**config.mk**
```make
export PLATFORM = sky130hd
export DESIGN_NAME = fifo_window_ctrl_flat
export DESIGN_NICKNAME = d
export VERILOG_FILES = /design/src/rtl/fifo_window_ctrl_if.sv /design/src/rtl/fifo_window_ctrl.sv /design/src/flat_wrapper.sv
export SDC_FILE = /design/constraint.sdc
export NUM_CORES = 1
export LEC_CHECK = 0
export ABC_AREA = 1
export CAP_MARGIN = 20
export CORE_MARGIN = 3
export CORE_UTILIZATION = 25
export CTS_CLUSTER_DIAMETER = 40
export CTS_CLUSTER_SIZE = 20
export DETAILED_ROUTE_END_ITERATION = 6
export PLACE_DENSITY_LB_ADDON = 0.12
export SLEW_MARGIN = 5
export SYNTH_ARGS = -nofsm -noshare
export SYNTH_HDL_FRONTEND = slang
export SYNTH_SLANG_ARGS = --single-unit
```
**constraint.sdc**
```tcl
create_clock -name clk -period 5.1 [get_ports clk]
set_input_delay 1.02 -clock clk [delete_from_list [all_inputs] [get_ports clk]]
set_output_delay 1.02 -clock clk [all_outputs]
set_load 0.03 [all_outputs]
```
**src/rtl/fifo_window_ctrl_if.sv**
```systemverilog
// Control/status bundle between the layer FSM, IFM RAM, window FIFO and MAC array.
// master = sequencer side, slave = surrounding system side.
interface fifo_window_ctrl_if #(
   parameter int unsigned ADDRESS_SIZE_IFM = 10,
   parameter int unsigned ROW_W            = 5,
   parameter int unsigned COL_W            = 4
);
   logic                        start;
   logic                        ready_next;
   logic                        ifm_enable_read;
   logic [ADDRESS_SIZE_IFM-1:0] ifm_address_read_A;
   logic [ADDRESS_SIZE_IFM-1:0] ifm_address_read_B;
   logic                        fifo_enable;
   logic                        window_valid;
   logic [ROW_W-1:0]            window_row;
   logic [COL_W-1:0]            window_col;
   logic                        busy;
   logic                        done;

   modport master (
      input  start, ready_next,
      output ifm_enable_read, ifm_address_read_A, ifm_address_read_B, fifo_enable,
             window_valid, window_row, window_col, busy, done
   );

   modport slave (
      output start, ready_next,
      input  ifm_enable_read, ifm_address_read_A, ifm_address_read_B, fifo_enable,
             window_valid, window_row, window_col, busy, done
   );
endinterface

```
**src/rtl/fifo_window_ctrl.sv**
```systemverilog
// Sequencer for the dual-input 5x5 conv window FIFO: reads the IFM two pixels per
// cycle, shifts the FIFO and flags cycles where the taps hold a non-wrapping window.
module fifo_window_ctrl #(
   parameter int unsigned DATA_WIDTH       = 32,
   parameter int unsigned IFM_SIZE         = 32,
   parameter int unsigned KERNAL_SIZE      = 5,
   parameter int unsigned ADDRESS_SIZE_IFM = $clog2(IFM_SIZE*IFM_SIZE),
   parameter int unsigned OUT_COLS         = (IFM_SIZE-KERNAL_SIZE+1)/2,
   parameter int unsigned OUT_ROWS         = IFM_SIZE-KERNAL_SIZE+1
) (
   input logic                clk,
   input logic                reset,
   fifo_window_ctrl_if.master bus
);
   localparam int unsigned PAIR_W    = ADDRESS_SIZE_IFM - 1;
   localparam int unsigned POS_W     = $clog2(IFM_SIZE);
   localparam int unsigned WROW_W    = $clog2(OUT_ROWS);
   localparam int unsigned WCOL_W    = $clog2(OUT_COLS);
   localparam int unsigned LAST_PAIR = IFM_SIZE*IFM_SIZE/2 - 1;
   localparam int unsigned EDGE      = KERNAL_SIZE - 1;

   if (DATA_WIDTH == 0 || (IFM_SIZE % 2) != 0 || KERNAL_SIZE > IFM_SIZE) begin : g_bad_cfg
      $error("fifo_window_ctrl: unsupported parameter combination");
   end

   typedef enum logic [1:0] {IDLE, RUN, DRAIN, DONE} state_t;

   state_t            state;
   logic [PAIR_W-1:0] pair;
   logic [POS_W-1:0]  rd_row;
   logic [POS_W-1:0]  rd_col;
   logic [POS_W-1:0]  s1_row;
   logic [POS_W-1:0]  s1_col;
   logic              drain_cnt;
   logic              run_c;
   logic              issue_c;
   logic              qualify_c;

   // Read strobe follows ready_next directly so a stall leaves only one shift in flight.
   assign run_c   = (state == RUN);
   assign issue_c = run_c && bus.ready_next;

   assign bus.ifm_enable_read    = issue_c;
   assign bus.ifm_address_read_A = run_c ? {pair, 1'b0} : '0;
   assign bus.ifm_address_read_B = run_c ? {pair, 1'b1} : '0;

   // Newest pixel of the shift now in the FIFO is past the kernel edge in both axes.
   assign qualify_c = bus.fifo_enable && (s1_row >= POS_W'(EDGE)) && (s1_col >= POS_W'(EDGE));

   always_ff @(posedge clk or negedge reset) begin
      if (!reset) begin
         state            <= IDLE;
         pair             <= '0;
         rd_row           <= '0;
         rd_col           <= '0;
         s1_row           <= '0;
         s1_col           <= '0;
         drain_cnt        <= 1'b0;
         bus.busy         <= 1'b0;
         bus.done         <= 1'b0;
         bus.fifo_enable  <= 1'b0;
         bus.window_valid <= 1'b0;
         bus.window_row   <= '0;
         bus.window_col   <= '0;
      end else begin
         bus.done <= 1'b0;
         case (state)
            IDLE: begin
               if (bus.start) begin
                  state    <= RUN;
                  bus.busy <= 1'b1;
                  pair     <= '0;
                  rd_row   <= '0;
                  rd_col   <= '0;
               end
            end
            RUN: begin
               if (issue_c) begin
                  pair <= pair + PAIR_W'(1);
                  // rd_col tracks the even pixel of the pair being read
                  if (rd_col == POS_W'(IFM_SIZE-2)) begin
                     rd_col <= '0;
                     rd_row <= rd_row + POS_W'(1);
                  end else begin
                     rd_col <= rd_col + POS_W'(2);
                  end
                  if (pair == PAIR_W'(LAST_PAIR)) begin
                     state     <= DRAIN;
                     drain_cnt <= 1'b0;
                  end
               end
            end
            DRAIN: begin
               if (drain_cnt) begin
                  state    <= DONE;
                  bus.done <= 1'b1;
               end else begin
                  drain_cnt <= 1'b1;
               end
            end
            DONE: begin
               state    <= IDLE;
               bus.busy <= 1'b0;
            end
            default: state <= IDLE;
         endcase

         // RAM read latency of one cycle: shift one cycle after the read
         bus.fifo_enable <= issue_c;
         if (issue_c) begin
            s1_row <= rd_row;
            s1_col <= rd_col + POS_W'(1);
         end

         bus.window_valid <= qualify_c;
         if (qualify_c) begin
            bus.window_row <= WROW_W'(s1_row - POS_W'(EDGE));
            bus.window_col <= WCOL_W'((s1_col - POS_W'(EDGE)) >> 1);
         end
      end
   end
endmodule

```
**src/flat_wrapper.sv**
```systemverilog
// flat-port wrapper written by rule: the top's interface ports become plain ports
module fifo_window_ctrl_flat 
#(
   parameter int unsigned DATA_WIDTH       = 32,
   parameter int unsigned IFM_SIZE         = 32,
   parameter int unsigned KERNAL_SIZE      = 5,
   parameter int unsigned ADDRESS_SIZE_IFM = $clog2(IFM_SIZE*IFM_SIZE),
   parameter int unsigned OUT_COLS         = (IFM_SIZE-KERNAL_SIZE+1)/2,
   parameter int unsigned OUT_ROWS         = IFM_SIZE-KERNAL_SIZE+1
)
  (clk, reset, bus_start, bus_ready_next, bus_ifm_enable_read, bus_ifm_address_read_A, bus_ifm_address_read_B, bus_fifo_enable, bus_window_valid, bus_window_row, bus_window_col, bus_busy, bus_done);
  fifo_window_ctrl_if #(.ADDRESS_SIZE_IFM(ADDRESS_SIZE_IFM), .ROW_W(5), .COL_W(4)) bus_i ();
  input logic clk;
  input logic reset;
  input wire logic [$bits(bus_i.start)-1:0] bus_start;
  input wire logic [$bits(bus_i.ready_next)-1:0] bus_ready_next;
  output wire logic [$bits(bus_i.ifm_enable_read)-1:0] bus_ifm_enable_read;
  output wire logic [$bits(bus_i.ifm_address_read_A)-1:0] bus_ifm_address_read_A;
  output wire logic [$bits(bus_i.ifm_address_read_B)-1:0] bus_ifm_address_read_B;
  output wire logic [$bits(bus_i.fifo_enable)-1:0] bus_fifo_enable;
  output wire logic [$bits(bus_i.window_valid)-1:0] bus_window_valid;
  output wire logic [$bits(bus_i.window_row)-1:0] bus_window_row;
  output wire logic [$bits(bus_i.window_col)-1:0] bus_window_col;
  output wire logic [$bits(bus_i.busy)-1:0] bus_busy;
  output wire logic [$bits(bus_i.done)-1:0] bus_done;
  assign bus_i.start = bus_start;
  assign bus_i.ready_next = bus_ready_next;
  assign bus_ifm_enable_read = bus_i.ifm_enable_read;
  assign bus_ifm_address_read_A = bus_i.ifm_address_read_A;
  assign bus_ifm_address_read_B = bus_i.ifm_address_read_B;
  assign bus_fifo_enable = bus_i.fifo_enable;
  assign bus_window_valid = bus_i.window_valid;
  assign bus_window_row = bus_i.window_row;
  assign bus_window_col = bus_i.window_col;
  assign bus_busy = bus_i.busy;
  assign bus_done = bus_i.done;
  fifo_window_ctrl #(.DATA_WIDTH(DATA_WIDTH), .IFM_SIZE(IFM_SIZE), .KERNAL_SIZE(KERNAL_SIZE), .ADDRESS_SIZE_IFM(ADDRESS_SIZE_IFM), .OUT_COLS(OUT_COLS), .OUT_ROWS(OUT_ROWS)) u_core (.clk(clk), .reset(reset), .bus(bus_i));
endmodule
```
==> reports/results.ini <==
[run_status]
status=completed

[global_route]
grt_use_total=0.100
antenna_found_initial=0
grt_pass1_wl_microns=8410
use_met1=0.143
globalRoute.totalOverflow=0
first_global_vias=1725
grt_start_max_net_pins=45
top_usage_layer=met2
grtUsageMet3=0.0237
grt_use_met2=0.145

[die]
num_io_pins=38
die_area_sq_mm=0.0106
fp.coreArea_sq_mm=0.00893
die_x_microns=103
die_h_microns=103
fp-row-count=34
initial_core_util=0.264

[setup_path]
reg2reg_slack_ps=3070
rr_endpoint=u_core.rd_col[1]
reg2reg_from=u_core.state[1]
cp_max_fo=16
crit_path_max_incr_delay_ps=680
worstSetupEndpoint=bus_ifm_enable_read
end_kind=primary output
critical_path_class=in -> out
crit_start=bus_ready_next
crit_path_start_kind=input pin
cp_cell_sequence=clkdlybuf4s50_1, nand2_2, clkinv_4, clkdlybuf4s50_1
slowest_stage=clkdlybuf4s50_1
worstPathRequired_ps=4080
rr_worst_depth=10
cpMostUsedCell=clkdlybuf4s50_1
cp.arrival_ps=2570

[cts]
clk-insertion-delay-late_ps=290
cts_hold_buf=0
cts-root-buf=clkbuf_8
clk_path_buf_depth=2
tritoncts=built
cts_max_level=2
cts_buffers=5
post_cts_resized=0
path_clk_slew_ps=80
cts_num_sinks=44
cts_setup_buffers=0

[timing]
clock_skew_ps=4.48
slew_viol_final=0
period_share=0.704
layout_setup_ws_ps=1510
post-route-min-period_ps=3590
hold_ws_ps=473
timing.final.setup_violations=0
rsz0062_at_grt=no
tns_ps=0
max_clock_freq_ghz=0.279
hold_viol_final=0

[power]
p_sw_frac=0.424
switching_power_uw=542
combPwrFrac=0.422
ir_drop_v=0.000133
leakagePower_uw=0.00139
clockPowerShare=0.176
seqPwrFrac=0.402
p_per_area_mw_per_mm2=451
p_int_uw=736

[layout]
antenna_cells=0
area_delta_synth_final_pct=20.4
seq_area_sq_mm=0.00110
fillers=961
nets=334
drive_gt1_frac=0.0660
final_common_cell=nand2_1
final_cell_mix=nand2_1, dfrtp_1, inv_1
multi_input_area_sq_um=973

[synthesis]
synth_top_area_cell=dfrtp_1
postSynthCellCount=290
yosys_register_bits=44
synthesis.nets=307
synth_top_area_frac=0.467
yosysWarnings=0
yosysSeqAreaShare=0.467
synth_cell_type_count=26
syn_area_per_cell_sq_um=8.13
syn_area_sq_mm=0.00236
yosys-top-cells-area=dfrtp_1, nand2_1, ha_1

[placement]
place_hpwl_microns=3440
port_buffers=36
pre_cts_ws_ps=1500
place_congestion=0.699

[min_path]
hold_class=reg -> reg

[drt]
dr_total_vias=1798
dr.pass1.iters=4
drc=0
via_per_inst=4.22
first_iter_violations=70
wl_per_cell_microns=11.1
antenna_left=0
routed_wl_microns=4710

[job]
drv_cap=0

==> how the worst min path moves through the flow <==
stage | slack, ps | from | end | cells past startpoint
floorplan | 440 | u_core.s1_col[0] | u_core.s1_col[0] | 1
global placement | 460 | u_core.bus.window_row[3] | u_core.bus.window_row[3] | 2
detailed placement | 460 | u_core.bus.window_col[3] | u_core.bus.window_col[3] | 2
CTS | 480 | u_core.bus.window_col[3] | u_core.bus.window_col[3] | 2
global route | 500 | u_core.bus.window_row[4] | u_core.bus.window_row[4] | 2
finish | 470 | u_core.bus.window_col[0] | u_core.bus.window_col[0] | 2
==> per-stage QoR <==
step	util	std cells	power [uW]	instance area (sq um)
global placement	0.305	417	1070	2730
floorplan	-	290	904	2360
detailed placement	0.305	417	1070	2730
CTS	0.315	425	1310	2820
global route	0.318	426	1410	2840
finish	0.318	426	1280	2840
==> metal layers <==
| layer | part of all wire | up-vias |
|---|---|---|
| met1 | 0.51 | 807 |
| li1 | - | 955 |
| met2 | 0.43 | 31 |
| met5 | 0 | - |
| met4 | 0.018 | 0 |
| met3 | 0.037 | 5 |
==> area by class of cell <==
type | instances | share of cell area
flip-flops and latches | 44 | 0.388
well taps | 108 | 0.0476
repair buffers | 38 | 0.135
inverters | 40 | 0.0547
clock buffers | 8 | 0.0317
multi-input cells | 188 | 0.343
==> power by group through the flow <==
stage	combinational (uW)	clock [uW]	sequential, uW
4_1_cts	549	241	516
5_1_grt	620	256	531
6_report	539	225	514
3_3_place_gp	545	0	522
2_1_floorplan	333	0	571
3_5_place_dp	547	0	523
==> synth_stat cells, drive strengths merged <==
cell type	n
nand2	96
dfrtp	44
inv	39
o21ai	23
nand4	16
buf	15
nand3	15
nor2	14
ha	13
clkbuf	3
or2	3
xor2	2
a21oi	1
clkinv	1
conb	1
nor3	1
nor4	1
o211ai	1
o22ai	1
==> critical path: cells and delay by family <==
family        cells  cell delay (ps)
buf+inv           3             1340
simple gates      1              200
==> registers in the layout, indices dropped and copies added, names as in the netlist <==
signal	cells
u_core.bus.busy	1
u_core.bus.window_col	4
u_core.state	2
u_core.bus.window_row	5
u_core.drain_cnt	1
u_core.s1_row	5
u_core.bus.window_valid	1
u_core.pair	9
u_core.rd_row	5
u_core.bus.done	1
u_core.bus.fifo_enable	1
u_core.s1_col	5
u_core.rd_col	4
==> cell families (layout without fill, tap and decap cells) <==
group                      after synthesis  count (layout)  share of synthesized area
AOI/OAI and AO/OA                       26              26                     0.0568
adders and majority gates               13              13                     0.0690
and+or+nand+nor                        146             146                      0.278
buffers and inverters                   58              86                      0.120
xor gates and xnor gates                 2               2                    0.00743
DFF                                     44              44                      0.467
other                                    1               1                    0.00159
Power figures use the tool's default switching activity.
